[src/rtl/hyperspace_pkg.sv]
// Shared constants for the HyperSpace pad-level stream engine:
// pad bit positions, group sizes and the engine state type.
package hyperspace_pkg;

    localparam int unsigned IN_DATA_MSB  = 37;
    localparam int unsigned IN_DATA_LSB  = 30;
    localparam int unsigned IN_LAST      = 29;
    localparam int unsigned IN_VALID     = 28;
    localparam int unsigned IN_READY     = 27;
    localparam int unsigned OUT_READY    = 18;
    localparam int unsigned OUT_VALID    = 17;
    localparam int unsigned OUT_LAST     = 16;
    localparam int unsigned OUT_DATA_MSB = 15;
    localparam int unsigned OUT_DATA_LSB = 0;

    localparam int unsigned GROUP_IN  = 4;
    localparam int unsigned GROUP_OUT = 3;

    typedef enum logic {
        COLLECT = 1'b0,
        EMIT    = 1'b1
    } state_e;

endpackage

[src/rtl/hyperspace_core.sv]
// Stream engine: collects byte groups of four and emits the three
// adjacent-pair products of each group.
module hyperspace_core
    import hyperspace_pkg::*;
#(
    parameter int unsigned IN_W  = 8,
    parameter int unsigned OUT_W = 16
) (
    input  logic             clk_i,
    input  logic             rst_i,
    input  logic             in_valid_i,
    input  logic [IN_W-1:0]  in_data_i,
    input  logic             in_last_i,
    output logic             in_ready_o,
    input  logic             out_ready_i,
    output logic             out_valid_o,
    output logic             out_last_o,
    output logic [OUT_W-1:0] out_data_o
);

    state_e          state_q, state_d;
    logic [1:0]      idx_q, idx_d;
    logic [1:0]      k_q, k_d;
    logic            last_q, last_d;
    logic [IN_W-1:0] buf_q [GROUP_IN];
    logic [IN_W-1:0] buf_d [GROUP_IN];
    logic [IN_W-1:0] op_a, op_b;
    logic [OUT_W-1:0] product;

    always_comb begin
        op_a    = buf_q[k_q];
        op_b    = buf_q[k_q + 2'd1];
        product = OUT_W'(op_a) * OUT_W'(op_b);
    end

    always_comb begin
        state_d     = state_q;
        idx_d       = idx_q;
        k_d         = k_q;
        last_d      = last_q;
        buf_d       = buf_q;
        in_ready_o  = (state_q == COLLECT);
        out_valid_o = (state_q == EMIT);
        out_data_o  = '0;
        out_last_o  = 1'b0;
        case (state_q)
            COLLECT: begin
                if (in_valid_i) begin
                    buf_d[idx_q] = in_data_i;
                    if (in_last_i) last_d = 1'b1;
                    if (idx_q == 2'(GROUP_IN - 1) || in_last_i) begin
                        // An early last zero-pads the slots above the closing byte.
                        for (int unsigned i = 0; i < GROUP_IN; i++) begin
                            if (2'(i) > idx_q) buf_d[2'(i)] = '0;
                        end
                        state_d = EMIT;
                        k_d     = 2'd0;
                        idx_d   = 2'd0;
                    end else begin
                        idx_d = idx_q + 2'd1;
                    end
                end
            end
            EMIT: begin
                out_data_o = product;
                out_last_o = (k_q == 2'(GROUP_OUT - 1)) && last_q;
                if (out_ready_i) begin
                    if (k_q == 2'(GROUP_OUT - 1)) begin
                        state_d = COLLECT;
                        k_d     = 2'd0;
                        idx_d   = 2'd0;
                        last_d  = 1'b0;
                    end else begin
                        k_d = k_q + 2'd1;
                    end
                end
            end
            default: state_d = COLLECT;
        endcase
    end

    always_ff @(posedge clk_i or posedge rst_i) begin
        if (rst_i) begin
            state_q <= COLLECT;
            idx_q   <= '0;
            k_q     <= '0;
            last_q  <= 1'b0;
            buf_q   <= '{default: '0};
        end else begin
            state_q <= state_d;
            idx_q   <= idx_d;
            k_q     <= k_d;
            last_q  <= last_d;
            buf_q   <= buf_d;
        end
    end

endmodule

[src/rtl/caravel_hyperspace.sv]
// Caravel user-project top: maps mprj_io pads onto the stream engine
// and drives a constant output-enable pattern.
module caravel_hyperspace
    import hyperspace_pkg::*;
#(
    parameter int unsigned IN_W  = 8,
    parameter int unsigned OUT_W = 16
) (
    input  logic        wb_clk_i,
    input  logic        wb_rst_i,
    input  logic [37:0] io_in,
    output logic [37:0] io_out,
    output logic [37:0] io_oeb
);

    logic [IN_W-1:0]  in_data;
    logic             in_ready;
    logic             out_valid;
    logic             out_last;
    logic [OUT_W-1:0] out_data;
    logic             unused_pads;

    // Pad order is reversed: in_data[i] sits on io_in[37-i].
    assign in_data     = {<<{io_in[IN_DATA_MSB:IN_DATA_LSB]}};
    assign unused_pads = ^{io_in[IN_READY:OUT_READY+1], io_in[OUT_VALID:0]};

    hyperspace_core #(
        .IN_W  (IN_W),
        .OUT_W (OUT_W)
    ) u_core (
        .clk_i       (wb_clk_i),
        .rst_i       (wb_rst_i),
        .in_valid_i  (io_in[IN_VALID]),
        .in_data_i   (in_data),
        .in_last_i   (io_in[IN_LAST]),
        .in_ready_o  (in_ready),
        .out_ready_i (io_in[OUT_READY]),
        .out_valid_o (out_valid),
        .out_last_o  (out_last),
        .out_data_o  (out_data)
    );

    always_comb begin
        io_out                            = '0;
        io_out[IN_READY]                  = in_ready;
        io_out[OUT_VALID]                 = out_valid;
        io_out[OUT_LAST]                  = out_last;
        io_out[OUT_DATA_MSB:OUT_DATA_LSB] = out_data;
    end

    always_comb begin
        io_oeb                            = '1;
        io_oeb[IN_READY]                  = 1'b0;
        io_oeb[OUT_VALID]                 = 1'b0;
        io_oeb[OUT_LAST]                  = 1'b0;
        io_oeb[OUT_DATA_MSB:OUT_DATA_LSB] = '0;
    end

endmodule

[config.mk]
export PLATFORM = sky130hd
export DESIGN_NAME = caravel_hyperspace
export DESIGN_NICKNAME = d
export VERILOG_FILES = /design/src/rtl/hyperspace_pkg.sv /design/src/rtl/hyperspace_core.sv /design/src/rtl/caravel_hyperspace.sv
export SDC_FILE = /design/constraint.sdc
export NUM_CORES = 1
export LEC_CHECK = 0
export CORE_ASPECT_RATIO = 1.5
export CORE_MARGIN = 4
export CORE_UTILIZATION = 35
export DETAILED_ROUTE_END_ITERATION = 10
export GPL_TIMING_DRIVEN = 0
export SLEW_MARGIN = 30
export SYNTH_ARGS = -nofsm -noshare
export SYNTH_HDL_FRONTEND = slang
export SYNTH_HIERARCHICAL = 1
export SYNTH_SLANG_ARGS = --single-unit
export TNS_END_PERCENT = 1
[constraint.sdc]
create_clock -name wb_clk_i -period 19.9 [get_ports wb_clk_i]
set_input_delay 3.98 -clock wb_clk_i [delete_from_list [all_inputs] [get_ports wb_clk_i]]
set_output_delay 3.98 -clock wb_clk_i [all_outputs]
set_load 0.05 [all_outputs]
==> key figures, run 1 <==
Synth
  – Number of distinct standard cells referenced by the synthesized netlist: 43
  – Post-synthesis compound-gate area fraction: 0.0906
  – Dominant synthesized flop cell: dfrtp_1
  – Area fraction in and, or, nand and nor cells after synthesis: 0.158
  – XOR/XNOR share of the synthesized area: 0.00941
  – Number of synthesized flops with an enable pin: 0
  – Number of standard cells after synthesis: between 400 and 500
  – Synthesized area divided by synthesized cell count: 9.70 um2
  – FFs w/ async S/R, synth: 1.00
  – Number of storage elements in the synthesis netlist: 38
  – Adder-Cell Fraction of Synth Area: 0.270
  – Dominant combinational cell family by area after synthesis: adder cells
  – Cell area after synthesis: 0.00466 mm2
  – Synth Warn #: 6
  – Area fraction of the dominant cell type after synthesis: 0.204
  – Most area-consuming cells after synthesis: dfrtp_1 20%, fa_1 15%, ha_1 12%
  – Top cell type by total area after synthesis: dfrtp_1
  – Share of the yosys chip area belonging to registers: 0.204
  – Portion of netlist area occupied by mux cells: 0.110

Placed design
  – HPWL reported at the end of detailed placement: ~8200 um
  – Final weighted congestion of routability-driven global placement: 0.809
  – Number of buffers added on ports: 31
  – Cell area reported after detailed placement: 0.00537 mm2
  – Worst slack at placement: 9.44 ns

Global routing
  – Wire length of the first global-routing pass: between 15,000 and 20,000 um
  – Initial antenna violation count: 0
  – Global router's overall resource usage: 0.131
  – Largest net degree at the start of global routing: 39
  – Via count of the first global-routing pass: 3,456
  – Total gr overflow: 0

Outcome
  – Outcome: finished, final reports clean

STA
  – Clk_skew: 0.00337 ns
  – RSZ-0062 raised after global routing: false
  – Final setup violation count: 0
  – Final worst path period need: 10.71 ns
  – Number of endpoints with negative hold slack in the final report: 0
  – Maximum frequency from static timing analysis: roughly 0.093 GHz
  – Total negative setup slack: 0 ns
  – Pin slew with the least headroom to its limit: 0.771 ns
  – Number of max-slew violations in the final report: 0
  – Share of the clock period used by the worst path after layout: 0.538
  – Slew HR: 0.485
  – Least setup slack across all paths after layout: 9.19 ns

Die
  – I/O pin count: about 120
  – Number of placement rows: 51
  – Chip height: 149 um
  – Horizontal die dimension: 102 um
  – Core region area: 0.0130 mm2
  – Initial core utilization: 0.358
  – Die area: 0.0152 mm2

Clock tree
  – Number of gates resized after CTS: 0
  – Clock transition at the registers of the reported paths: around 0.060 ns
  – Clock Latency Late Sink: ~0.28 ns
  – Number of buffers inserted for hold repair after clock tree synthesis: 0
  – Clock tree from TritonCTS: yes
  – Number of buffers inserted during clock tree synthesis: 5
  – Maximum root-to-sink buffer count: 2
  – H-tree depth: 2
  – Buffer count from post-CTS setup fixing: 0
  – Sink Count: 38
  – CTS Root Cell: clkbuf_16

Setup path
  – Cells along the critical path: buf_6, buf_12, inv_1, ha_1, clkbuf_1, mux4_1, and2_1, fa_1, fa_1, fa_1, inv_1, fa_1, inv_1, ha_1, and2_1, a31o_2, a31oi_1, nand3_1, a21oi_1, clkdlybuf4s50_1
  – Worst setup SP type: flop
  – Longest individual stage delay on the worst path: ~0.83 ns
  – Cell repeated most along the worst path: fa_1
  – Critical path buffers and inverters: 7
  – Critical path class: reg -> out
  – Register-to-Register Path Depth: 5
  – Kind of capture point of the worst setup path: output pin
  – Arrival time at the worst endpoint: 6.73 ns
  – Kind of cell with the highest combined delay on the critical path: adder cells
  – CP max stage cell: clkdlybuf4s50_1
  – Data required time of the worst path: 15.92 ns
  – Count of cell instances traversed by the critical path: 20
  – Crit Path Max Fanout: 10

Routing
  – Final wirelength: 9410 um
  – Via count of the routed design: between 3,000 and 4,000
  – Remaining design rule violation count: 0
  – Vias per inst: ~4.6
  – DR iter-0 viols: 89
  – Antenna viol nets, final: 0
  – Pre-antenna DRT Iters: 7
  – Routed WL per cell: around 13 um

Cells and area
  – Growth of design area from synthesis to finish: 18.6%
  – Multi-input gate area: 0.00319 mm2
  – Most common cell after layout, fill and taps aside: buf_4
  – Number of inserted filler cells in the final layout: 1,317
  – Core utilization of the finished layout: 0.424
  – Antenna cells: 0
  – Total non-filler cell area in the finished layout: roughly 0.0055 mm2
  – Final layout net count: 692
  – Leading cell types in the layout, fill and taps excluded: 60 x buf_4, 57 x conb_1, 55 x and2_1
  – FF+latch area: 951 um2
  – Layout cells sized above 1: 0.157

Hold path
  – Tightest Hold Check Type: reg -> reg
  – Hold path cells: 1

Flow run
  – Count of max-cap constraint violations: 0
==> cell type report <==
cell class / count / area share
Clock buffer: 6 / 0.0251
Clock inverter: 2 / 0.00227
Buffer: 71 / 0.0940
Timing Repair Buffer: 31 / 0.0562
Sequential cell: 38 / 0.172
Tap cell: 159 / 0.0360
Inverter: 55 / 0.0374
Multi-Input combinational cell: 371 / 0.577
==> metrics by stage <==
| stage | std cells | hold slack, ns |
|---|---|---|
| final | 733 | 0.519 |
| after detailed placement | 725 | 0.501 |
| after global placement | 725 | 0.491 |
| after floorplan | 535 | 0.471 |
| after CTS | 733 | 0.520 |
| after global routing | 733 | 0.533 |
==> Yosys cell counts (2+ instances only) <==
master    number
nand3_1       16
nand2_1       40
clkbuf_1       5
a211oi_1       4
o21a_1         2
conb_1         2
o21bai_1       2
a22o_1        16
a31oi_1        3
a21o_1         3
mux4_1        11
buf_2          3
nor3b_1        2
buf_4         60
inv_1         54
and2_1        55
nor2_1        15
dfrtp_1       38
mux2i_1        2
a21oi_1       20
xor2_1         4
and3_1         2
ha_1          43
o21ai_0       11
mux4_2         5
mux2_2         8
nand4_1        2
fa_1          36
nand2b_1       2
==> path summary, 6_finish.rpt <==
check                                 startpoint                          to  slack, ns
worst max register to register   u_core/idx_q[1]            u_core/buf_q[21]      18.14
worst min-delay path            u_core/buf_q[10]            u_core/buf_q[10]       0.52
worst min register to register  u_core/buf_q[10]            u_core/buf_q[10]       0.52
worst max-delay path               u_core/k_q[0]                  io_out[14]       9.19
max in group asynchronous               wb_rst_i  asynchronous set/reset pin      15.25
min in group asynchronous               wb_rst_i          u_core/out_valid_o       4.15
==> kinds of logic (layout without fill, tap and decap cells) <==
| logic type | count (synthesis) | after routing |
|---|---|---|
| and+or+nand+nor | 140 | 140 |
| buffers and inverters | 126 | 165 |
| adders and majority gates | 79 | 79 |
| AOI/OAI and AO/OA | 64 | 64 |
| DFF | 38 | 38 |
| muxes | 26 | 26 |
| xor gates and xnor gates | 5 | 5 |
| other | 2 | 57 |
==> layer usage <==
layer,share of wire,up-vias,global-route usage
li1,-,1682,-
met3,0.041,10,0.0145
met4,0.015,0,0.0341
met5,0,-,0
met1,0.37,1639,0.142
met2,0.57,70,0.258
Power of run 1 is left out: the tool's default activity adds up to more than one toggle a clock period on the data nets, which glitch-free logic cannot reach.
==> run 2, diff against run 1 <==
==> constraint.sdc (replaced) <==
create_clock -name wb_clk_i -period 8.6 [get_ports wb_clk_i]
set_input_delay 1.72 -clock wb_clk_i [delete_from_list [all_inputs] [get_ports wb_clk_i]]
set_output_delay 1.72 -clock wb_clk_i [all_outputs]
set_load 0.05 [all_outputs]
==> run 2 against run 1 <==
Effect of this change:
- critical path depth did not move
- clock skew barely moved
- core utilization rose by 0.096 points
- register-to-register slack got worse by 11 ns
- count of clock-buffer cells in the layout did not move
- flip-flop and latch count did not move
- die area did not move
- global-route usage did not move
- sequential share of layout area barely moved
- non-clock buffer count did not move
- first-iteration DRC count did not move
==> key figures, run 2 (synthesis results as in run 1) <==
Hold path
  – Tightest Hold Check Type: reg -> reg
  – Hold path cells: 1 (unchanged)

Cells and area
  – FF+latch area: 951 um2 (unchanged)
  – Final layout net count: 692 (unchanged)
  – Growth of design area from synthesis to finish: 18.9%
  – Core utilization of the finished layout: 0.425 (+0.000961)
  – Multi-input gate area: 0.00319 mm2 (unchanged)
  – Most common cell after layout, fill and taps aside: buf_4
  – Number of inserted filler cells in the final layout: 1,314 (-0.23%)
  – Antenna cells: 0 (unchanged)
  – Layout cells sized above 1: 0.157 (unchanged)
  – Leading cell types in the layout, fill and taps excluded: 60 x buf_4, 57 x conb_1, 55 x and2_1
  – Total non-filler cell area in the finished layout: 0.00554 mm2 (+0.23%)

Routing
  – Pre-antenna DRT Iters: 6 (-1)
  – Vias per inst: 4.64 (about the same)
  – Via count of the routed design: 3,404 (+0.088%)
  – DR iter-0 viols: 89 (unchanged)
  – Final wirelength: 9430 um (+0.18%)
  – Routed WL per cell: 12.9 um (+0.18%)
  – Remaining design rule violation count: 0 (unchanged)
  – Antenna viol nets, final: 0 (unchanged)

Setup path
  – Count of cell instances traversed by the critical path: 20 (unchanged)
  – Arrival time at the worst endpoint: 6.49 ns (-0.24 ns)
  – Launch point of the worst reg-to-reg path: u_core/idx_q[1]
  – Endpoint of the worst register-to-register path: u_core/buf_q[21]
  – Launching instance or port of the critical path: u_core/k_q[0]
  – Longest individual stage delay on the worst path: 0.82 ns (about the same)
  – Data required time of the worst path: 6.88 ns (-9.04 ns)
  – Worst setup SP type: flop
  – Kind of capture point of the worst setup path: output pin
  – CP max stage cell: clkdlybuf4s50_1
  – Critical path endpoint: io_out[10]
  – Cells along the critical path: buf_6, buf_12, inv_1, ha_1, clkbuf_1, mux4_2, and2_1, fa_1, inv_1, fa_1, fa_1, fa_1, inv_1, ha_1, o21ai_0, o21bai_1, a21oi_1, o21ai_0, mux2i_1, clkdlybuf4s50_1
  – Register-to-Register Path Depth: 5 (unchanged)
  – Critical path class: reg -> out
  – Crit Path Max Fanout: 10 (unchanged)
  – Kind of cell with the highest combined delay on the critical path: adder cells
  – Reg-to-reg setup timing slack: 6.84 ns (-11.30 ns)
  – Cell repeated most along the worst path: fa_1
  – Critical path buffers and inverters: 7 (unchanged)

Clock tree
  – H-tree depth: 2 (unchanged)
  – Number of buffers inserted during clock tree synthesis: 5 (unchanged)
  – CTS Root Cell: clkbuf_16
  – Clock Latency Late Sink: 0.28 ns (about the same)
  – Number of buffers inserted for hold repair after clock tree synthesis: 0 (unchanged)
  – Maximum root-to-sink buffer count: 2 (unchanged)
  – Sink Count: 38 (unchanged)
  – Clock transition at the registers of the reported paths: 0.06 ns (about the same)
  – Clock tree from TritonCTS: yes

STA
  – Final setup violation count: 0 (unchanged)
  – Clk_skew: 0.00337 ns (-0.000000190 ns)
  – Slew HR: 0.484 (-0.000938)
  – Share of the clock period used by the worst path after layout: 0.954
  – Number of endpoints with negative hold slack in the final report: 0 (unchanged)
  – Maximum frequency from static timing analysis: 0.122 GHz
  – RSZ-0062 raised after global routing: false
  – Least setup slack across all paths after layout: 0.394 ns (-8.80 ns)
  – Number of max-slew violations in the final report: 0 (unchanged)
  – Final worst path period need: 8.21 ns
  – Pin slew with the least headroom to its limit: 0.772 ns (+0.00140 ns)
  – Total negative setup slack: 0 ns (unchanged)

Placed design
  – Cell area reported after detailed placement: 0.00537 mm2 (unchanged)
  – Worst slack at placement: 0.402 ns (-9.04 ns)
  – Number of buffers added on ports: 31 (unchanged)
  – Final weighted congestion of routability-driven global placement: 0.809 (unchanged)
  – HPWL reported at the end of detailed placement: 8180 um (unchanged)

Global routing
  – Global router's overall resource usage: 0.131 (unchanged)
  – Initial antenna violation count: 0 (unchanged)
  – Via count of the first global-routing pass: 3,456 (unchanged)
  – Largest net degree at the start of global routing: 39 (unchanged)
  – Total gr overflow: 0 (unchanged)
  – Wire length of the first global-routing pass: 16,300 um (unchanged)

Die
  – Number of placement rows: 51 (unchanged)
  – Initial core utilization: 0.358 (unchanged)
  – Die area: 0.0152 mm2 (unchanged)
  – I/O pin count: 116 (unchanged)
  – Horizontal die dimension: 102 um (unchanged)
  – Core region area: 0.0130 mm2 (unchanged)
  – Chip height: 149 um (unchanged)

Flow run
  – Count of max-cap constraint violations: 0 (unchanged)

Outcome
  – Outcome: finished, final reports clean
==> run 2: routing by layer <==
metal	global-route usage	wire (um)
met1	0.142	3540
met2	0.258	5380
met3	0.0145	370
met4	0.0341	137
met5	0	0
==> run 2: layout make-up <==
class,instances,share of cell area
Multi-Input combinational cell,371,0.575
Timing Repair Buffer,31,0.0583
Buffer,71,0.0938
Clock inverter,2,0.00226
Inverter,55,0.0373
Tap cell,159,0.0359
Sequential cell,38,0.172
Clock buffer,6,0.0251
==> run 2: stage by stage <==
stage	hold slack [ns]	cells
floorplan	0.471	535
detailed placement	0.501	725
global placement	0.491	725
global route	0.533	733
finish	0.519	733
CTS	0.520	733
==> run 2: how the worst min path moves through the flow <==
stage,start,endpoint
finish,u_core/buf_q[10],u_core/buf_q[10]
global route,u_core/buf_q[10],u_core/buf_q[10]
CTS,u_core/buf_q[10],u_core/buf_q[10]
detailed placement,u_core/buf_q[15],u_core/buf_q[15]
global placement,u_core/buf_q[8],u_core/buf_q[8]
floorplan,u_core/buf_q[8],u_core/buf_q[8]
==> run 2: worst register-to-register path, cell delays in order, from the launching register on <==
cell and delay (ns):
dfrtp_1 0.43, inv_1 0.12, ha_1 0.16, nand2_1 0.26, nor2_1 0.56, a21oi_1 0.09
==> run 2: repair_timing <==
item	4_1_cts	5_1_grt
setup endpoints to repair	0	5
hold endpoints to repair	0	0
setup buffers	0	0
gates resized for setup	0	5
Power of run 2 is left out for the same reason.
==> run 3, diff against run 2 <==
--- a/config.mk
+++ b/config.mk
@@ -5,6 +5,7 @@
 export SDC_FILE = /design/constraint.sdc
 export NUM_CORES = 1
 export LEC_CHECK = 0
+export CAP_MARGIN = 20
 export CORE_ASPECT_RATIO = 1.5
 export CORE_MARGIN = 4
 export CORE_UTILIZATION = 35
==> results of run 3 <==
The final DEF is identical to that of run 2; final timing and power are the same.
Power of run 3 is left out for the same reason.
